--- config.mk ---
export PLATFORM = sky130hd
export DESIGN_NAME = cpu_bcd_seq
export DESIGN_NICKNAME = d
export VERILOG_FILES = /design/src/rtl/cpu_bcd_seq.sv
export SDC_FILE = /design/constraint.sdc
export NUM_CORES = 1
export LEC_CHECK = 0
export CAP_MARGIN = 20
export CORE_MARGIN = 3
export CORE_UTILIZATION = 59
export CTS_BUF_LIST = sky130_fd_sc_hd__clkbuf_8
export CTS_CLUSTER_DIAMETER = 50
export CTS_CLUSTER_SIZE = 20
export DETAILED_ROUTE_END_ITERATION = 8
export GPL_TIMING_DRIVEN = 0
export PLACE_DENSITY = 0.89
export SYNTH_ARGS = -nofsm -noshare
export SYNTH_HDL_FRONTEND = slang
export SYNTH_SLANG_ARGS = --single-unit
export TNS_END_PERCENT = 20
--- constraint.sdc ---
create_clock -name clk -period 4.42 [get_ports clk]
set_input_delay 0.884 -clock clk [delete_from_list [all_inputs] [get_ports clk]]
set_output_delay 0.884 -clock clk [all_outputs]
set_load 0.01 [all_outputs]
--- src/rtl/cpu_bcd_seq.sv ---
// Iterative binary-to-BCD converter (shift-and-add-3), one input bit per clock.
// Define CPU_BCD_SIGNED_EN to accept two's-complement input and report its sign.
module cpu_bcd_seq #(
  parameter int BIN_WIDTH = 8,
  parameter int DIGITS    = 3
) (
  input  logic                  clk,
  input  logic                  reset,
  input  logic                  start,
  input  logic [BIN_WIDTH-1:0]  binary,
  output logic                  busy,
  output logic                  done,
  output logic [4*DIGITS-1:0]   bcd,
  output logic                  overflow,
  output logic                  sign
);

  localparam int DW    = 4 * DIGITS;
  localparam int CNT_W = $clog2(BIN_WIDTH + 1);

  typedef enum logic [1:0] {IDLE, SHIFT, DONE} state_t;

  state_t               state_reg, state_next;
  logic [BIN_WIDTH-1:0] shift_reg;
  logic [DW-1:0]        digit_reg;
  logic [CNT_W-1:0]     cnt_reg;
  logic                 ovf_reg;
  logic [BIN_WIDTH-1:0] load_mag;
  logic [DW-1:0]        adj;
  logic [DW+BIN_WIDTH:0] chain;
  logic                 last_step;

  // Correct every digit before the shift so a digit >= 5 carries cleanly into the next.
  genvar gi;
  generate
    for (gi = 0; gi < DIGITS; gi++) begin : g_adj
      assign adj[4*gi +: 4] = (digit_reg[4*gi +: 4] >= 4'd5) ?
                              digit_reg[4*gi +: 4] + 4'd3 : digit_reg[4*gi +: 4];
    end
  endgenerate

  // Top bit of chain is the bit leaving the most significant digit.
  assign chain     = {adj, shift_reg, 1'b0};
  assign last_step = (cnt_reg == CNT_W'(1));

`ifdef CPU_BCD_SIGNED_EN
  logic sign_acc;

  assign load_mag = binary[BIN_WIDTH-1] ? (~binary + 1'b1) : binary;

  always_ff @(posedge clk) begin
    if (reset) begin
      sign_acc <= 1'b0;
      sign     <= 1'b0;
    end else if (state_reg == IDLE && start) begin
      sign_acc <= binary[BIN_WIDTH-1];
    end else if (state_reg == SHIFT && last_step) begin
      sign <= sign_acc;
    end
  end
`else
  assign load_mag = binary;
  assign sign     = 1'b0;
`endif

  always_ff @(posedge clk) begin
    if (reset) state_reg <= IDLE;
    else       state_reg <= state_next;
  end

  always_comb begin
    state_next = state_reg;
    busy       = 1'b1;
    done       = 1'b0;
    case (state_reg)
      IDLE: begin
        busy = 1'b0;
        if (start) state_next = SHIFT;
      end
      SHIFT: if (last_step) state_next = DONE;
      DONE: begin
        done       = 1'b1;
        state_next = IDLE;
      end
      default: state_next = IDLE;
    endcase
  end

  always_ff @(posedge clk) begin
    if (reset) begin
      shift_reg <= '0;
      digit_reg <= '0;
      cnt_reg   <= '0;
      ovf_reg   <= 1'b0;
      bcd       <= '0;
      overflow  <= 1'b0;
    end else begin
      case (state_reg)
        IDLE: if (start) begin
          shift_reg <= load_mag;
          digit_reg <= '0;
          cnt_reg   <= CNT_W'(BIN_WIDTH);
          ovf_reg   <= 1'b0;
        end
        SHIFT: begin
          shift_reg <= chain[BIN_WIDTH-1:0];
          digit_reg <= chain[DW+BIN_WIDTH-1:BIN_WIDTH];
          cnt_reg   <= cnt_reg - 1'b1;
          ovf_reg   <= ovf_reg | chain[DW+BIN_WIDTH];
          if (last_step) begin
            bcd      <= chain[DW+BIN_WIDTH-1:BIN_WIDTH];
            overflow <= ovf_reg | chain[DW+BIN_WIDTH];
          end
        end
        default: ;
      endcase
    end
  end

endmodule

# [Word level (Yosys, flattened, before mapping)]
# Cells that the tools add are included.
[totals] mem_bits_rw=0 memories=0 in_bits=11 output_inout_bits=16 latchBits=0 mem_bits_ro=0 reg_bits=40
[op_classes] n_shift=0 n_div=0 n_reduce_logical=5 mul=0 n_lt_le_gt_ge=3 add_sub_neg=4 n_eq_ne=5 n_bitwise=1 mux=16
[op_table] operator="one-hot mux 12 bit (2 select lines)" count=1
[op_table] operator="two-way mux 4 bit" count=4
[op_table] operator="one-hot mux 8 bit (2 select lines)" count=1
[op_table] operator="adder 4 x 2 -> 4 bit, second input constant" count=3
[op_table] operator=">= comparator 4 x 3 -> 1 bit, second input constant" count=3
[op_table] operator="two-way mux 12 bit" count=1
[op_table] operator="two-way mux 8 bit" count=1
[op_table] operator="one-hot mux 4 bit (2 select lines)" count=1
[op_table] operator="AND reduction 2 bit" count=3
[op_table] operator="equality test 4 x 1 -> 1 bit, second input constant" count=1
[op_table] operator="two-way mux 2 bit" count=2
[op_table] operator="!= test 2 bit, second input constant" count=2
[op_table] operator="one-hot mux 2 bit (2 select lines)" count=1
[op_table] operator="subtractor 4 x 1 -> 4 bit, second input constant" count=1
[op_table] operator="two-way mux 1 bit" count=3
[op_table] operator="equality test 2 x 1 -> 1 bit, second input constant" count=1
[op_table] operator="equality test 2 bit, second input constant" count=1
[op_table] operator="zero test 2 bit" count=1
[op_table] operator="one-hot mux 1 bit (2 select lines)" count=1
[op_table] operator="nonzero test 2 bit" count=1
[op_table] operator="bitwise OR 1 bit" count=1

# [Longest topological paths before layout]
# Gate-level depths: netlist of run 1.
[logic_depth] depth_word=4 mapped_depth=6 mapped_depth_nobuf=6

# [Worst setup path after synthesis of run 1]
# OpenSTA, ideal clock, no wires.
[synth_timing] path_kind="input -> register" from="in reset" to="reg shift_reg[5]" setup_ns=0.137 n_path_buf=3 slack_ns=2.648 t_required_ns=4.283 path_stages=4 t_arrival_ns=1.635 cell_sequence="clkbuf_1 clkbuf_1 buf_2 a211oi_1"
[synth_rtl] item="from (decl)" line_no="8" text="input logic reset,"
[synth_rtl] item="to (signal assigned)" line_no="100" text="shift_reg <= load_mag;"
[synth_rtl] item="to (signal assigned)" line_no="106" text="shift_reg <= chain[BIN_WIDTH-1:0];"
[synth_rtl] item="to (decl)" line_no="24" text="logic [BIN_WIDTH-1:0] shift_reg;"
# No word-level cell between the ends.

# [Worst setup path after layout of run 1]
[layout_timing] from="reg state_reg[0]" to="out done"
[layout_via] elab_chain_len=2
[layout_lines] item="from (decl)" line_no="23" text="state_t state_reg, state_next;"
[layout_lines] item="from (signal assigned)" line_no="68" text="else state_reg <= state_next;"
[layout_lines] item="equality test 2 bit" line_no="75" text="case (state_reg)"
[layout_lines] item="two-way mux 1 bit" line_no="75"
[layout_lines] item="to (decl)" line_no="12" text="output logic done,"
# Every way passes these cells.

==> results of run 1 <==
cell families (layout without fill, tap and decap cells):
| logic type | after synthesis | after routing | share of synthesized area, % |
|---|---|---|---|
| simple gates | 66 | 66 | 19.1 |
| compound gates | 61 | 61 | 21.5 |
| flops | 40 | 40 | 43.4 |
| buf+inv | 25 | 58 | 6.03 |
| fa+ha+maj | 8 | 8 | 5.42 |
| mux | 5 | 5 | 2.98 |
| xor+xnor | 3 | 3 | 1.42 |
| other cells | 1 | 1 | 0.203 |
layout make-up:
| class | instances | share of cell area, % |
|---|---|---|
| Buffer | 12 | 2.79 |
| Clock buffer | 6 | 3.69 |
| Clock inverter | 2 | 0.447 |
| Inverter | 13 | 2.18 |
| Multi-Input combinational cell | 144 | 41.7 |
| Sequential cell | 40 | 35.7 |
| Tap cell | 42 | 2.35 |
| Timing Repair Buffer | 25 | 11.2 |
stage by stage:
stage / worst slack (ns) / power [W] / cell area (um^2) / util, %
after floorplan: 2.65 / 0.000450 / 1850 / -
after global placement: 1.74 / 0.000478 / 2150 / 74.7
after detailed placement: 1.72 / 0.000482 / 2150 / 74.7
after CTS: 1.88 / 0.000725 / 2240 / 77.9
after global routing: 1.79 / 0.000754 / 2240 / 77.9
final: 1.89 / 0.000724 / 2240 / 77.9
power by group through the flow:
stage | Combinational [W] | Sequential (W) | Clock [W]
global placement | 0.0000866 | 0.000392 | 0
global route | 0.000101 | 0.000386 | 0.000268
CTS | 0.0000896 | 0.000384 | 0.000251
finish | 0.0000902 | 0.000384 | 0.000249
floorplan | 0.0000588 | 0.000391 | 0
detailed placement | 0.0000889 | 0.000393 | 0
per-layer routing:
metal / up-vias / global-route usage, %
met4: 0 / 11.2
met3: 8 / 4.34
met5: - / 0
met1: 759 / 29.2
li1: 808 / -
met2: 44 / 36.0
final timing paths:
kind                 from  endpoint  slack, ns
max          state_reg[0]      done       1.89
min               ovf_reg  overflow       0.46
max reg2reg  digit_reg[0]    bcd[2]       2.74
min reg2reg       ovf_reg  overflow       0.46
tightest hold or removal path, cell delays in order, from the launching register on:
cell      delay, ns
dfxtp_1        0.31
inv_1          0.04
a311oi_1       0.06
cells in the final DEF (no fill, tap or decap):
cell	n
a32oi_1	1
a221oi_1	1
xnor2_1	3
dfxtp_1	40
a21oi_1	15
nor4b_4	1
clkinv_2	2
o22ai_1	12
a22o_1	2
a211oi_1	7
a311oi_1	3
nand2_1	8
o31ai_1	3
o21bai_1	1
or2_2	1
mux2_2	4
clkbuf_1	4
nand2b_1	11
buf_4	3
nor3_1	3
buf_2	5
mux2i_1	1
conb_1	1
nand2b_4	1
a32o_1	3
clkbuf_8	6
inv_1	13
nor2b_1	4
nor3b_1	8
o21ai_0	11
clkdlybuf4s50_1	25
a22oi_1	1
nor2_1	29
o21ba_2	1
ha_1	8
==> results.toml, run 1 <==
[status]
status = "completed"

[setup_path]
cp.arrival_ns = 1.65
cp_max_fo = 10
critPathMaxStageDelay_ns = 0.53
crit_path_end_kind = "primary output"
cpMaxStageDelayCell = "clkdlybuf4s50_1"
crit_path_start_kind = "flip-flop"
crit_chain = "buf_2 -> buf_4 -> nor2b_1 -> clkdlybuf4s50_1"
path_delay_family = "buffers and inverters"
critPathRequiredTime_ns = 3.54
r2r_cells = 6
critical_path_depth = 4
worstSetupPathType = "reg2out"
worst-path-buf-inv = 3

[grt]
grt_remaining_overflow = 0
antenna_found_initial = 0
grt_pass1_vias = 1414
grt_max_degree = 13
grt_pass1_wl_um = 6300
grt_usage_pct = 22.6

[floorplan]
row_count = 19
core_um2 = 2880
io_pins = 27
initial_utilization_pct = 64.2
die_x_um = 61.9
dieArea_um2 = 3840
dieHeight_um = 61.9

[detailed_routing]
avgViaCountPerCell = 5.70
met1_length_um = 1840
vias = 1619
highest-signal-layer = "met4"
firstDrtPassIters = 4
dr_wl_met3_um = 204
drt-initial-drc-count = 78
wl_met2_um = 1830
drc = 0
antenna_left = 0
wl_per_cell_um = 13.9
wirelength_um = 3960

[power_and_ir_drop]
power_switching_w = 0.000183
p_comb_share_pct = 12.5
intPower_w = 0.000541
seqPwrFrac_pct = 53.1
p_per_area_nw_per_um2 = 323
ir_drop_mv = 0.294
swShare_pct = 25.3
leakage_nw = 0.808
clock_power_share_pct = 34.4

[timing]
final-setup-viol-count = 0
slew_headroom_pct = 61.3
worst_pin_slew_ns = 0.580
finalCriticalPeriod_ns = 2.53
grt_setup_unrepaired = "no"
fmax_mhz = 395
setup_tns_ns = 0
finClkSkew_ns = 0.00922
drv_slew = 0
hold_viol_final = 0
post-route-period-util_pct = 57.3
holdWs_ns = 0.461

[cells_and_area]
n_fill_cell = 205
diodes = 0
layout.cells.non_filler = 284
multi_input_area_um2 = 933
seqCellArea_um2 = 801
drive_above_1_share_pct = 9.92
syn_to_final_growth_pct = 21.4
nets = 260

[cts]
cts_made_buffers = 5
clk_pin_slew_ns = 0.08
cts.sinks = 40
clock_path_buffers = 2
ctsResizeCount = 0
cts_hold_buf = 0
clkLatencyLatePin_ns = 0.30
cts_tree = "done"
htreeDepth = 2
postCtsSetupBuffers = 0
cts_root_buf = "clkbuf_8"

[synth]
ys.flop_type = "dfxtp_1"
synthesis.area_um2 = 1850
yosysTopAreaCell = "dfxtp_1"
syn_inst = 209
yosysMostFrequentCell = "dfxtp_1"
syn_area_per_cell_um2 = 8.83
syn_nets = 228
ys_ff_latch = 40
ys_seq_area_share_pct = 43.4
netlist.area_leader.share_pct = 43.4
ys_types = 32
synth_common_cells = "dfxtp_1 (40), nor2_1 (29), a21oi_1 (15), inv_1 (13), o22ai_1 (12)"
synthArstFlopShare_pct = 0
synth_edf_count = 0
synth_area_leaders = "dfxtp_1 (43%), nor2_1 (5.9%), ha_1 (5.4%), a21oi_1 (4.1%), o22ai_1 (4.1%)"
yosysWarnings = 0

[placement]
portBuffers = 25
hpwl_um = 2790
dpl.cell_count = 276
routabilityCongestion = 0.884

[worst_hold_path]
holdPathStages = 2
hold_path_class = "reg2reg"

[run]
cap_violations = 0
Note: power is estimated with default switching activity, not from simulation.
==> run 2: changes to the inputs <==
CORE_UTILIZATION = 56   (was 59)
PLACE_DENSITY = 0.85   (was 0.89)
clock period = 2.6 ns   (was 4.42 ns; I/O delays follow)
==> results.toml, run 2 (synthesized netlist as in run 1, its figures left out) <==
[detailed_routing]
wl_per_cell_um = 13.8
avgViaCountPerCell = 5.48
wirelength_um = 3940
antenna_left = 0
drt-initial-drc-count = 89
firstDrtPassIters = 4
vias = 1566
drc = 0

[setup_path]
endpoint = "done"
cpMaxStageDelayCell = "clkdlybuf4s50_1"
worstSetupPathType = "reg2out"
crit_path_end_kind = "primary output"
reg2reg_slack_ns = 0.95
critPathMaxStageDelay_ns = 0.54
critPathRequiredTime_ns = 2.08
path_delay_family = "buffers and inverters"
worst-path-buf-inv = 3
crit_chain = "buf_2 -> buf_4 -> nor2b_1 -> clkdlybuf4s50_1"
startpoint = "state_reg[0]"
r2r_cells = 6
r2r-end = "bcd[2]"
cp.arrival_ns = 1.68
crit_path_start_kind = "flip-flop"
critical_path_depth = 4
r2r-start = "digit_reg[0]"
cp_max_fo = 10

[placement]
hpwl_um = 2760
place_ws_ns = 0.291
routabilityCongestion = 0.763
portBuffers = 25

[cts]
ctsResizeCount = 0
cts_root_buf = "clkbuf_8"
cts_hold_buf = 0
cts_made_buffers = 5
clock_path_buffers = 2
htreeDepth = 2
cts_tree = "done"
clkLatencyLatePin_ns = 0.30
postCtsSetupBuffers = 0
cts.sinks = 40
clk_pin_slew_ns = 0.07

[timing]
post-route-period-util_pct = 84.6
final-setup-viol-count = 0
drv_slew = 0
worst_slack_ns = 0.399
worst_pin_slew_ns = 0.579
grt_setup_unrepaired = "no"
fmax_mhz = 454
slew_headroom_pct = 61.3
setup_tns_ns = 0
finalCriticalPeriod_ns = 2.20
hold_viol_final = 0
finClkSkew_ns = 0.00346

[grt]
grt_pass1_wl_um = 6840
grt_remaining_overflow = 0
grt_max_degree = 12
grt_pass1_vias = 1507
grt_usage_pct = 22.1
antenna_found_initial = 0

[cells_and_area]
layout_commonest_cell = "dfxtp_1"
finish.utilization_pct = 72.2
drive_above_1_share_pct = 9.09
syn_to_final_growth_pct = 21.4
nets = 260
diodes = 0
most-common-layout-cells = "dfxtp_1 (40), nor2_1 (29), clkdlybuf4s50_1 (25), inv_1 (15), a21oi_1 (15)"

[floorplan]
io_pins = 27
dieHeight_um = 63.4
dieArea_um2 = 4020
initial_utilization_pct = 59.5
die_x_um = 63.4
core_um2 = 3100
row_count = 20

[status]
status = "completed"

[worst_hold_path]
hold_path_class = "reg2reg"

[power_and_ir_drop]
leakage_nw = 0.811
p_per_area_nw_per_um2 = 545
ir_drop_mv = 0.483

[run]
cap_violations = 0
## run 2: cell types whose count changed in the layout (fill, tap and decap cells not counted), sizes merged
cell    previous run  this run
clkinv             2         0
inv               13        15
## run 2: worst register-to-register path, stage by stage (launching register included)
cell,delay (ns)
dfxtp_1,0.33
inv_1,0.11
ha_1,0.25
nand2b_1,0.09
a21oi_1,0.26
mux2_2,0.38
o22ai_1,0.16
## run 2: worst min-delay path by stage
stage,from,to,cells past startpoint
finish,shift_reg[6],shift_reg[6],2
global route,ovf_reg,overflow,2
CTS,ovf_reg,overflow,2
detailed placement,ovf_reg,overflow,2
global placement,ovf_reg,overflow,2
floorplan,shift_reg[6],shift_reg[6],2
## run 2: power breakdown
part           internal, W  switching [W]  leakage [nW]
Sequential        0.000636      0.0000177         0.325
Combinational    0.0000719      0.0000783         0.431
Clock             0.000209       0.000210        0.0538
## run 2: final cells by class
type	instances	area (um^2)
buffer	12	62.6
clock buffer	6	82.6
tap	44	55.1
fill	266	862
multi-input combinational	144	933
clock inverter	2	7.51
timing repair buffer	25	250
inverter	13	48.8
sequential	40	801
## run 2: through the flow
step	cell area (um^2)	std cells	hold slack [ns]	power [W]
floorplan	1850	209	0.437	0.000765
global placement	2150	278	0.444	0.000813
detailed placement	2150	278	0.457	0.000817
CTS	2240	286	0.467	0.00123
global route	2240	286	0.486	0.00127
finish	2240	286	0.464	0.00122
## run 2: routing by layer
layer	global-route usage, %	vias to the layer above	part of all wire, %
li1	-	790	-
met1	27.5	718	46
met2	34.4	46	46
met3	6.60	12	5.4
met4	11.6	0	2.7
met5	0	-	0
